`src/rtl/pcpi_mm_pkg.sv`:
```
// Shared constants and FSM state type for the PCPI matrix-coprocessor issuer.
// Latency: none (declarations only).
// Backpressure: n/a.
package pcpi_mm_pkg;

  // Major opcode for every insn sent to the coprocessor.
  localparam logic [6:0] OPC_CUSTOM0 = 7'b0001011;

  // funct3 selects the coprocessor operation.
  localparam logic [2:0] F3_LOAD  = 3'b000;
  localparam logic [2:0] F3_CLEAR = 3'b101;
  localparam logic [2:0] F3_START = 3'b111;

  // Shadow bank layout: matrix A, matrix B, bias vector, then a single threshold.
  localparam logic [4:0] A_BASE      = 5'd0;
  localparam logic [4:0] B_BASE      = 5'd9;
  localparam logic [4:0] BIAS_BASE   = 5'd18;
  localparam logic [4:0] THRESH_ADDR = 5'd27;

  typedef enum logic [2:0] {
    ST_IDLE,
    ST_SCAN,
    ST_LOAD,
    ST_START,
    ST_SETTLE,
    ST_WAIT,
    ST_CLEAR,
    ST_DONE
  } state_e;

endpackage

```
`src/rtl/pcpi_mm_insn_enc.sv`:
```
// Packs {funct3, addr, value} into a custom-0 PCPI instruction word.
// Latency: purely combinational.
// Backpressure: none.
// Ports: funct3_i/addr_i/value_i fields in, insn_o = {0, value, funct3, addr, OPC_CUSTOM0}.
module pcpi_mm_insn_enc
  import pcpi_mm_pkg::*;
(
  input  logic [2:0]  funct3_i,
  input  logic [4:0]  addr_i,
  input  logic [15:0] value_i,
  output logic [31:0] insn_o
);

  assign insn_o = {1'b0, value_i, funct3_i, addr_i, OPC_CUSTOM0};

endmodule

```
`src/rtl/pcpi_matrix_issuer.sv`:
```
// PCPI initiator: streams one LOAD per dirty shadow entry, then START, captures the result, then CLEAR.
// Latency: 28 scan cycles + 1 per accepted LOAD + 3 (START/SETTLE/DONE) + responder stalls.
// Backpressure: LOAD and CLEAR hold pcpi_valid/pcpi_insn stable until pcpi_ready; START is a 1-cycle pulse.
// Ports: cfg_we/cfg_addr/cfg_wdata write the shadow bank in IDLE; go starts a sequence; busy/done/
//   result/result_valid/err_timeout report status; pcpi_* is the coprocessor initiator interface.
// Optional: define PCPI_ISSUER_TIMEOUT_EN to bound the result wait to TIMEOUT_CYCLES (sets err_timeout).
module pcpi_matrix_issuer
  import pcpi_mm_pkg::*;
#(
  parameter int NUM_REGS       = 28,
  parameter int VALUE_W        = 16,   // must stay 16: occupies insn[30:15]
  parameter int TIMEOUT_CYCLES = 64
) (
  input  logic        clk,
  input  logic        resetn,
  input  logic        cfg_we,
  input  logic [4:0]  cfg_addr,
  input  logic [15:0] cfg_wdata,
  input  logic        go,
  output logic        busy,
  output logic        done,
  output logic [31:0] result,
  output logic        result_valid,
  output logic        err_timeout,
  output logic        pcpi_valid,
  output logic [31:0] pcpi_insn,
  input  logic        pcpi_wr,
  input  logic [31:0] pcpi_rd,
  input  logic        pcpi_wait,
  input  logic        pcpi_ready
);

  localparam logic [4:0] LAST_IDX = 5'(NUM_REGS - 1);

  state_e              state_q, state_d;
  logic [4:0]          idx_q, idx_d;
  logic [31:0]         result_q, result_d;
  logic                result_valid_q, result_valid_d;
  logic [VALUE_W-1:0]  bank_q [NUM_REGS];
  logic [NUM_REGS-1:0] dirty_q;

  logic                cfg_wr_en;
  logic                load_ack;
  logic                enc_vld;
  logic [2:0]          enc_f3;
  logic [4:0]          enc_addr;
  logic [VALUE_W-1:0]  enc_val;
  logic [31:0]         enc_insn;

`ifdef PCPI_ISSUER_TIMEOUT_EN
  localparam int          TMO_W    = $clog2(TIMEOUT_CYCLES) + 1;
  localparam logic [TMO_W-1:0] TMO_LAST = TMO_W'(TIMEOUT_CYCLES - 1);
  logic [TMO_W-1:0] tmo_q, tmo_d;
  logic             err_q, err_d;
`endif

  // Writes land only while idle; out-of-range indices are dropped rather than aliased.
  assign cfg_wr_en = cfg_we && (state_q == ST_IDLE) && ({27'd0, cfg_addr} < 32'(NUM_REGS));

  always_comb begin
    state_d        = state_q;
    idx_d          = idx_q;
    result_d       = result_q;
    result_valid_d = result_valid_q;
    load_ack       = 1'b0;
    enc_vld        = 1'b0;
    enc_f3         = F3_LOAD;
    enc_addr       = 5'd0;
    enc_val        = '0;
`ifdef PCPI_ISSUER_TIMEOUT_EN
    tmo_d          = tmo_q;
    err_d          = err_q;
`endif

    case (state_q)
      ST_IDLE: begin
        if (go) begin
          state_d        = ST_SCAN;
          idx_d          = 5'd0;
          result_valid_d = 1'b0;
`ifdef PCPI_ISSUER_TIMEOUT_EN
          err_d          = 1'b0;
`endif
        end
      end

      ST_SCAN: begin
        if (dirty_q[idx_q]) begin
          state_d = ST_LOAD;
        end else if (idx_q == LAST_IDX) begin
          state_d = ST_START;
        end else begin
          idx_d = idx_q + 5'd1;
        end
      end

      ST_LOAD: begin
        enc_vld  = 1'b1;
        enc_addr = idx_q;
        enc_val  = bank_q[idx_q];
        if (pcpi_ready) begin
          load_ack = 1'b1;
          state_d  = ST_SCAN;
          // The last entry is revisited once in SCAN (now clean), which keeps a
          // valid-low gap before START and terminates the scan there.
          if (idx_q != LAST_IDX) begin
            idx_d = idx_q + 5'd1;
          end
        end
      end

      ST_START: begin
        enc_vld = 1'b1;
        enc_f3  = F3_START;
        state_d = ST_SETTLE;
      end

      // pcpi_ready here still reflects the coprocessor's view before START; ignore it.
      ST_SETTLE: begin
        state_d = ST_WAIT;
`ifdef PCPI_ISSUER_TIMEOUT_EN
        tmo_d   = '0;
`endif
      end

      ST_WAIT: begin
        if (pcpi_ready) begin
          if (pcpi_wr) begin
            result_d       = pcpi_rd;
            result_valid_d = 1'b1;
          end
          state_d = ST_CLEAR;
        end
`ifdef PCPI_ISSUER_TIMEOUT_EN
        else if (tmo_q == TMO_LAST) begin
          err_d   = 1'b1;
          state_d = ST_CLEAR;
        end else begin
          tmo_d = tmo_q + 1'b1;
        end
`endif
      end

      ST_CLEAR: begin
        enc_vld = 1'b1;
        enc_f3  = F3_CLEAR;
        if (pcpi_ready) begin
          state_d = ST_DONE;
        end
      end

      ST_DONE: begin
        state_d = ST_IDLE;
      end

      default: begin
        state_d = ST_IDLE;
      end
    endcase
  end

  always_ff @(posedge clk or negedge resetn) begin
    if (!resetn) begin
      state_q        <= ST_IDLE;
      idx_q          <= 5'd0;
      result_q       <= 32'd0;
      result_valid_q <= 1'b0;
`ifdef PCPI_ISSUER_TIMEOUT_EN
      tmo_q          <= '0;
      err_q          <= 1'b0;
`endif
    end else begin
      state_q        <= state_d;
      idx_q          <= idx_d;
      result_q       <= result_d;
      result_valid_q <= result_valid_d;
`ifdef PCPI_ISSUER_TIMEOUT_EN
      tmo_q          <= tmo_d;
      err_q          <= err_d;
`endif
    end
  end

  // Shadow bank and dirty bits. cfg writes (IDLE) and load acks (LOAD) never coincide.
  always_ff @(posedge clk or negedge resetn) begin
    if (!resetn) begin
      dirty_q <= '0;
      for (int i = 0; i < NUM_REGS; i++) begin
        bank_q[i] <= '0;
      end
    end else begin
      if (load_ack) begin
        dirty_q[idx_q] <= 1'b0;
      end
      if (cfg_wr_en) begin
        bank_q[cfg_addr]  <= cfg_wdata;
        dirty_q[cfg_addr] <= 1'b1;
      end
    end
  end

  pcpi_mm_insn_enc u_enc (
    .funct3_i (enc_f3),
    .addr_i   (enc_addr),
    .value_i  (enc_val),
    .insn_o   (enc_insn)
  );

  // Outputs decode straight from state so pcpi_valid falls with the async reset.
  assign busy         = (state_q != ST_IDLE);
  assign done         = (state_q == ST_DONE);
  assign pcpi_valid   = enc_vld;
  assign pcpi_insn    = enc_vld ? enc_insn : 32'd0;
  assign result       = result_q;
  assign result_valid = result_valid_q;

`ifdef PCPI_ISSUER_TIMEOUT_EN
  assign err_timeout = err_q;
  logic unused_ok;
  assign unused_ok = pcpi_wait;
`else
  assign err_timeout = 1'b0;
  // pcpi_wait is informational only; the wait is unbounded in this build.
  logic unused_ok;
  assign unused_ok = ^{pcpi_wait, 32'(TIMEOUT_CYCLES)};
`endif

endmodule

```
`config.mk`:
```
export PLATFORM = sky130hd
export DESIGN_NAME = pcpi_matrix_issuer
export DESIGN_NICKNAME = d
export VERILOG_FILES = /design/src/rtl/pcpi_mm_pkg.sv /design/src/rtl/pcpi_mm_insn_enc.sv /design/src/rtl/pcpi_matrix_issuer.sv
export SDC_FILE = /design/constraint.sdc
export NUM_CORES = 1
export LEC_CHECK = 0
export CAP_MARGIN = 25
export CORE_MARGIN = 2
export CORE_UTILIZATION = 60
export DETAILED_ROUTE_END_ITERATION = 8
export GPL_TIMING_DRIVEN = 1
export MAX_ROUTING_LAYER = met4
export PLACE_DENSITY = 0.8
export SLEW_MARGIN = 10
export SYNTH_ARGS = -nofsm -noshare
export SYNTH_HDL_FRONTEND = slang
export SYNTH_SLANG_ARGS = --single-unit
```
`constraint.sdc`:
```
create_clock -name clk -period 6.8 [get_ports clk]
set_input_delay 1.36 -clock clk [delete_from_list [all_inputs] [get_ports clk]]
set_output_delay 1.36 -clock clk [all_outputs]
set_load 0.05 [all_outputs]
```
======== After elaboration in Yosys (flattened, before gate mapping) ========
Index checks and enable logic that the tools add are counted.
storage, ports and cells
  memories ................................ 0
  latch bits .............................. 0
  logic and storage cells ................. 117
  output and inout port bits .............. 69
  register bits after elaboration ......... 517
  bits in writable memories ............... 0
  input port bits ......................... 60
  memory bits (read-only) ................. 0
cells by class
  $add $sub $neg .......................... 1
  multiplexer cells ....................... 38
  equal/unequal tests ..................... 18
  magnitude comparators ................... 8
  divide/modulo/power cells ............... 0
  reduce and logical (&&, ||, !) cells .... 14
  multiply operators ...................... 0
  shift operators ......................... 0
  bitwise logic cells ..................... 5
operators by type and width
  cell                count
  $bwmux 448          1
  $bmux 16 s5         1
  $demux 16 s5        1
  $mux 16             4
  $mux 28             2
  $mux 31             1
  $mux 5              6
  $and 28x28->28      1
  $not 28->28         1
  $or 28x28->28       1
  $pmux 3 s8          1
  $mux 3              6
  $ne 2x2->1 const B  8
  $pmux 5 s3          1
  $eq 3x3->1 const B  4
  $ge 6x6->1 const B  2
  $lt 5x6->1 const B  2
  $not 5->6           2
  $demux 1 s5         2
  $ge 5x1->1 const B  2
  $mux 1              9
  $eq 3x2->1 const B  2
  $lt 6x1->1 const B  1
  $pmux 3 s2          1
  17 further kinds    22

======== Logic depth before layout (Yosys ltp) ========
  word-level depth ........................ 9
  mapped depth ............................ 10
  mapped depth without buffers ............ 6

======== Cells and area by module ========
A second synthesis with hierarchy kept.
unflattened totals
  cells, all modules ...................... 1652
  area, all modules ....................... 24380.9 µm²
by module, submodules not included
  module              area an instance (µm²)  sequential area each (µm²)  instances  cells an instance
  pcpi_matrix_issuer  24133.1                 12937.4                     1          1618
  pcpi_mm_insn_enc    247.7                   0.0                         1          34

======== Worst setup path before layout ========
Ideal clock, no wire load.
  path type ............................... register to output
  start ................................... register idx_q[2]
  end ..................................... output pcpi_insn[15]
  cell stages (with the launch flop) ...... 9
  buffers on the path ..................... 3
  data required time ...................... 5.440 ns
  data arrival time ....................... 2.345 ns
  path slack .............................. 3.095 ns
  cell sequence ........................... dfrtp_1 buf_2 inv_2 buf_1 clkbuf_1 nand2_1 a21oi_1 a221oi_1 nor2_1
between the ends
  word-level cells in the longest chain between the ends .. 6
RTL lines
  what                                        RTL line                   RTL
  start, declared                             pcpi_matrix_issuer.sv:36   logic [4:0] idx_q, idx_d;
  start signal, assigned                      pcpi_matrix_issuer.sv:174  idx_q <= idx_d;
  $not 5->6 (not written as such)             pcpi_matrix_issuer.sv:100  enc_val = bank_q[idx_q];
  $bmux 16 s5                                 pcpi_matrix_issuer.sv:100
  $mux 16 (not written as such) (2 in a row)  pcpi_matrix_issuer.sv:100
  $mux 16                                     pcpi_matrix_issuer.sv:75   case (state_q)
  $mux 31                                     pcpi_matrix_issuer.sv:213  assign pcpi_insn = enc_vld ? enc_insn : 32'd0;
  end, declared                               pcpi_matrix_issuer.sv:26   output logic [31:0] pcpi_insn,
No other way between the ends. The select of a mux whose other input is x is not followed.

======== Worst setup path in the final report ========
  start ................................... register idx_q[0]
  end ..................................... output pcpi_insn[25]
Same word-level chain as after synthesis.

==> reports/qor.txt <==
routed vias: 14.1k
XOR/XNOR Fraction of Synth Area: 0.00109
RePlAce Congestion: 0.835
vias in the first global route: 14.7k
# nets final: 1736
initial core utilization: 0.605
pwr dens: 342 nW/um2
I/O Pins: 129
hold-critical path endpoint: dirty_q[2]
worst hold path class: flop to flop
commonest non-fill, non-tap cell in the layout: dfrtp_1
Place WS: 1.94 ns
number of synthesized flops with an enable pin: 0
routed wire length: 55700 um
DRT Pass-1 Iters: 6
GRT Total Usage: 0.286
Worst Path Max Fanout: 41
fmax: 182 MHz
row cnt: 73
clk buf depth: 3
dpl cells: 2134
status: completed
Post-Syn Instances: 1600
post-synthesis simple-gate area fraction: 0.0406
Most used DFF post-synth: dfrtp_1
worst path required time: 5.44 ns
Post-Syn Area: 24000 um2
FF-to-FF End: idx_q[0]
Non-Filler Instances: 2235
final core utilization: 0.689
Slew Viols, Final: 0
initial antenna violation count: 2
CTS buffer count: 53
Adder-Cell Fraction of Synth Area: 0.00209
largest net degree at the start of global routing: 136
crit start category: flop
Vias/cell: 6.31
post-route ant nets: 0
hpwl dp: 33700 um
skew final: 0.0184 ns
share of layout cells above drive strength 1: 0.447
crit path time final: 5.49 ns
PortBufs: 121
Final Hold Fails: 0
Hold Path Cell Cnt: 1
Rel. slew slack: 0.292
WP data arrival: 4.13 ns
Critical Path Sink Type: primary output
P_leak: 12.9 nW
fin crit share: 0.807
Die ar.: 41600 um2
# setup viols final: 0
Core ar.: 39600 um2
Slew @ Worst Pin: 1.06 ns
post_cts resized: 0
first-pass GRT wire length: 87200 um
Starting DRT DRC Count: 1096
Hold Buf Count CTS: 0
reg2reg start: idx_q[0]
Die Ht: 204 um
setup TNS: 0 ns
DRC viols: 0
Layout area overhead: 13.9%
largest family of logic cells by synthesized area: multiplexers
Compound-Gate Fraction of Synth Area: 0.0298
width of the die: 204 um
worst setup margin: 1.31 ns
postcts setup bufs: 0
Reg2Reg Depth: 6
MaxCap Viol Count: 0
CTS tree: built
Synth Register Bits: 517
Worst Min Path Start: dirty_q[2]
clock sink total: 517
Avg WL per Cell: 24.9 um
peak supply drop: 0.000233 V
total chip power: 9.35 mW
Clock transition at path regs: 0.07 ns
RSZ-0062 raised after global routing: no
total overflow reported by the global router: 0
WS Path Type: flop to primary output
Clock Tree Root: clkbuf_16
mux cell area share after synthesis: 0.354
number of library cell types mapped by synthesis: 62
H-tree depth: 2
commonest cells after routing, fill and taps aside: dfrtp_1 (515), mux2_2 (480), mux4_2 (120), clkdlybuf4s50_1 (120), nand2_1 (78)
Synth Warn #: 0
clock latency on the worst-skew pair: 0.61 ns
Avg Cell Area, Syn: 15.0 um2
reg2reg setup slack: 3.68 ns
Seq/Total Area, Yosys: 0.539
Synth async-reset ratio: 1.00
[layout make-up]
cell class	count	area [um2]
Antenna cell	2	5.00
Clock buffer	78	1540
Clock inverter	13	191
Fill cell	2685	12300
Inverter	6	22.5
Multi-Input combinational cell	929	10300
Sequential cell	517	12900
Tap cell	525	657
Timing Repair Buffer	165	1680
[critical path, cell delays in order (launching register included)]
cell,delay (ns)
dfrtp_4,0.89
buf_12,0.39
mux4_1,0.61
mux4_2,0.55
mux2i_1,0.16
nor2_1,0.11
clkdlybuf4s50_1,0.76
[through the flow]
step	hold WS (ns)	cell area, um2
floorplan	0.441	24000
global placement	0.455	25500
detailed placement	0.462	25500
CTS	0.475	27200
global route	0.482	27300
finish	0.474	27300
[where the power goes]
part	switching [mW]	internal [mW]	total [mW]
clock network	1.20	1.71	2.91
registers	0.389	3.68	4.07
logic	1.19	1.18	2.37
[worst max-delay path by stage]
stage	from	to	cells past startpoint
2_1_floorplan	idx_q[2]	pcpi_insn[15]	8
3_3_place_gp	idx_q[0]	pcpi_insn[25]	6
3_5_place_dp	idx_q[0]	pcpi_insn[25]	6
4_1_cts	idx_q[0]	pcpi_insn[25]	6
5_1_grt	idx_q[0]	pcpi_insn[19]	7
6_report	idx_q[0]	pcpi_insn[25]	6
[cell families (layout without fill, tap and decap cells)]
kind of cell               count (synthesis)  count (layout)
AOI/OAI and AO/OA                        102             102
and+or+nand+nor                          182             182
xor gates and xnor gates                   3               3
DFF                                      517             517
muxes                                    632             632
adders and majority gates                  4               4
other                                      1               8
buffers and inverters                    159             262
[Yosys cell counts, drive strengths merged (6+ instances only)]
master,number,area [um2]
a21o,17,128
a21oi,15,75.1
a221oi,8,70.1
a22o,17,149
and3,7,43.8
buf,92,548
clkbuf,61,229
dfrtp,517,12900
mux2,481,5420
mux2i,27,270
mux4,124,2810
nand2,85,337
nand3,8,70.1
nor2,47,224
nor3b,6,72.6
o21ai,26,130
[per-layer routing]
layer  part of all wire  up-vias  GRT usage  wire, um
li1                   -     6014          -         -
met1               0.44     7612      0.401     24300
met2               0.49      383      0.440     27000
met3              0.057       97     0.0467      3180
met4              0.021        0     0.0795      1160
met5                  0        -          -         0
[registers in the layout, indices dropped and copies added (netlist names)]
| register | count |
|---|---|
| dirty_q | 28 |
| result_valid | 1 |
| bank_q | 448 |
| idx_q | 5 |
| state_q | 3 |
| result | 32 |
Note: power is estimated with default switching activity, not from simulation.
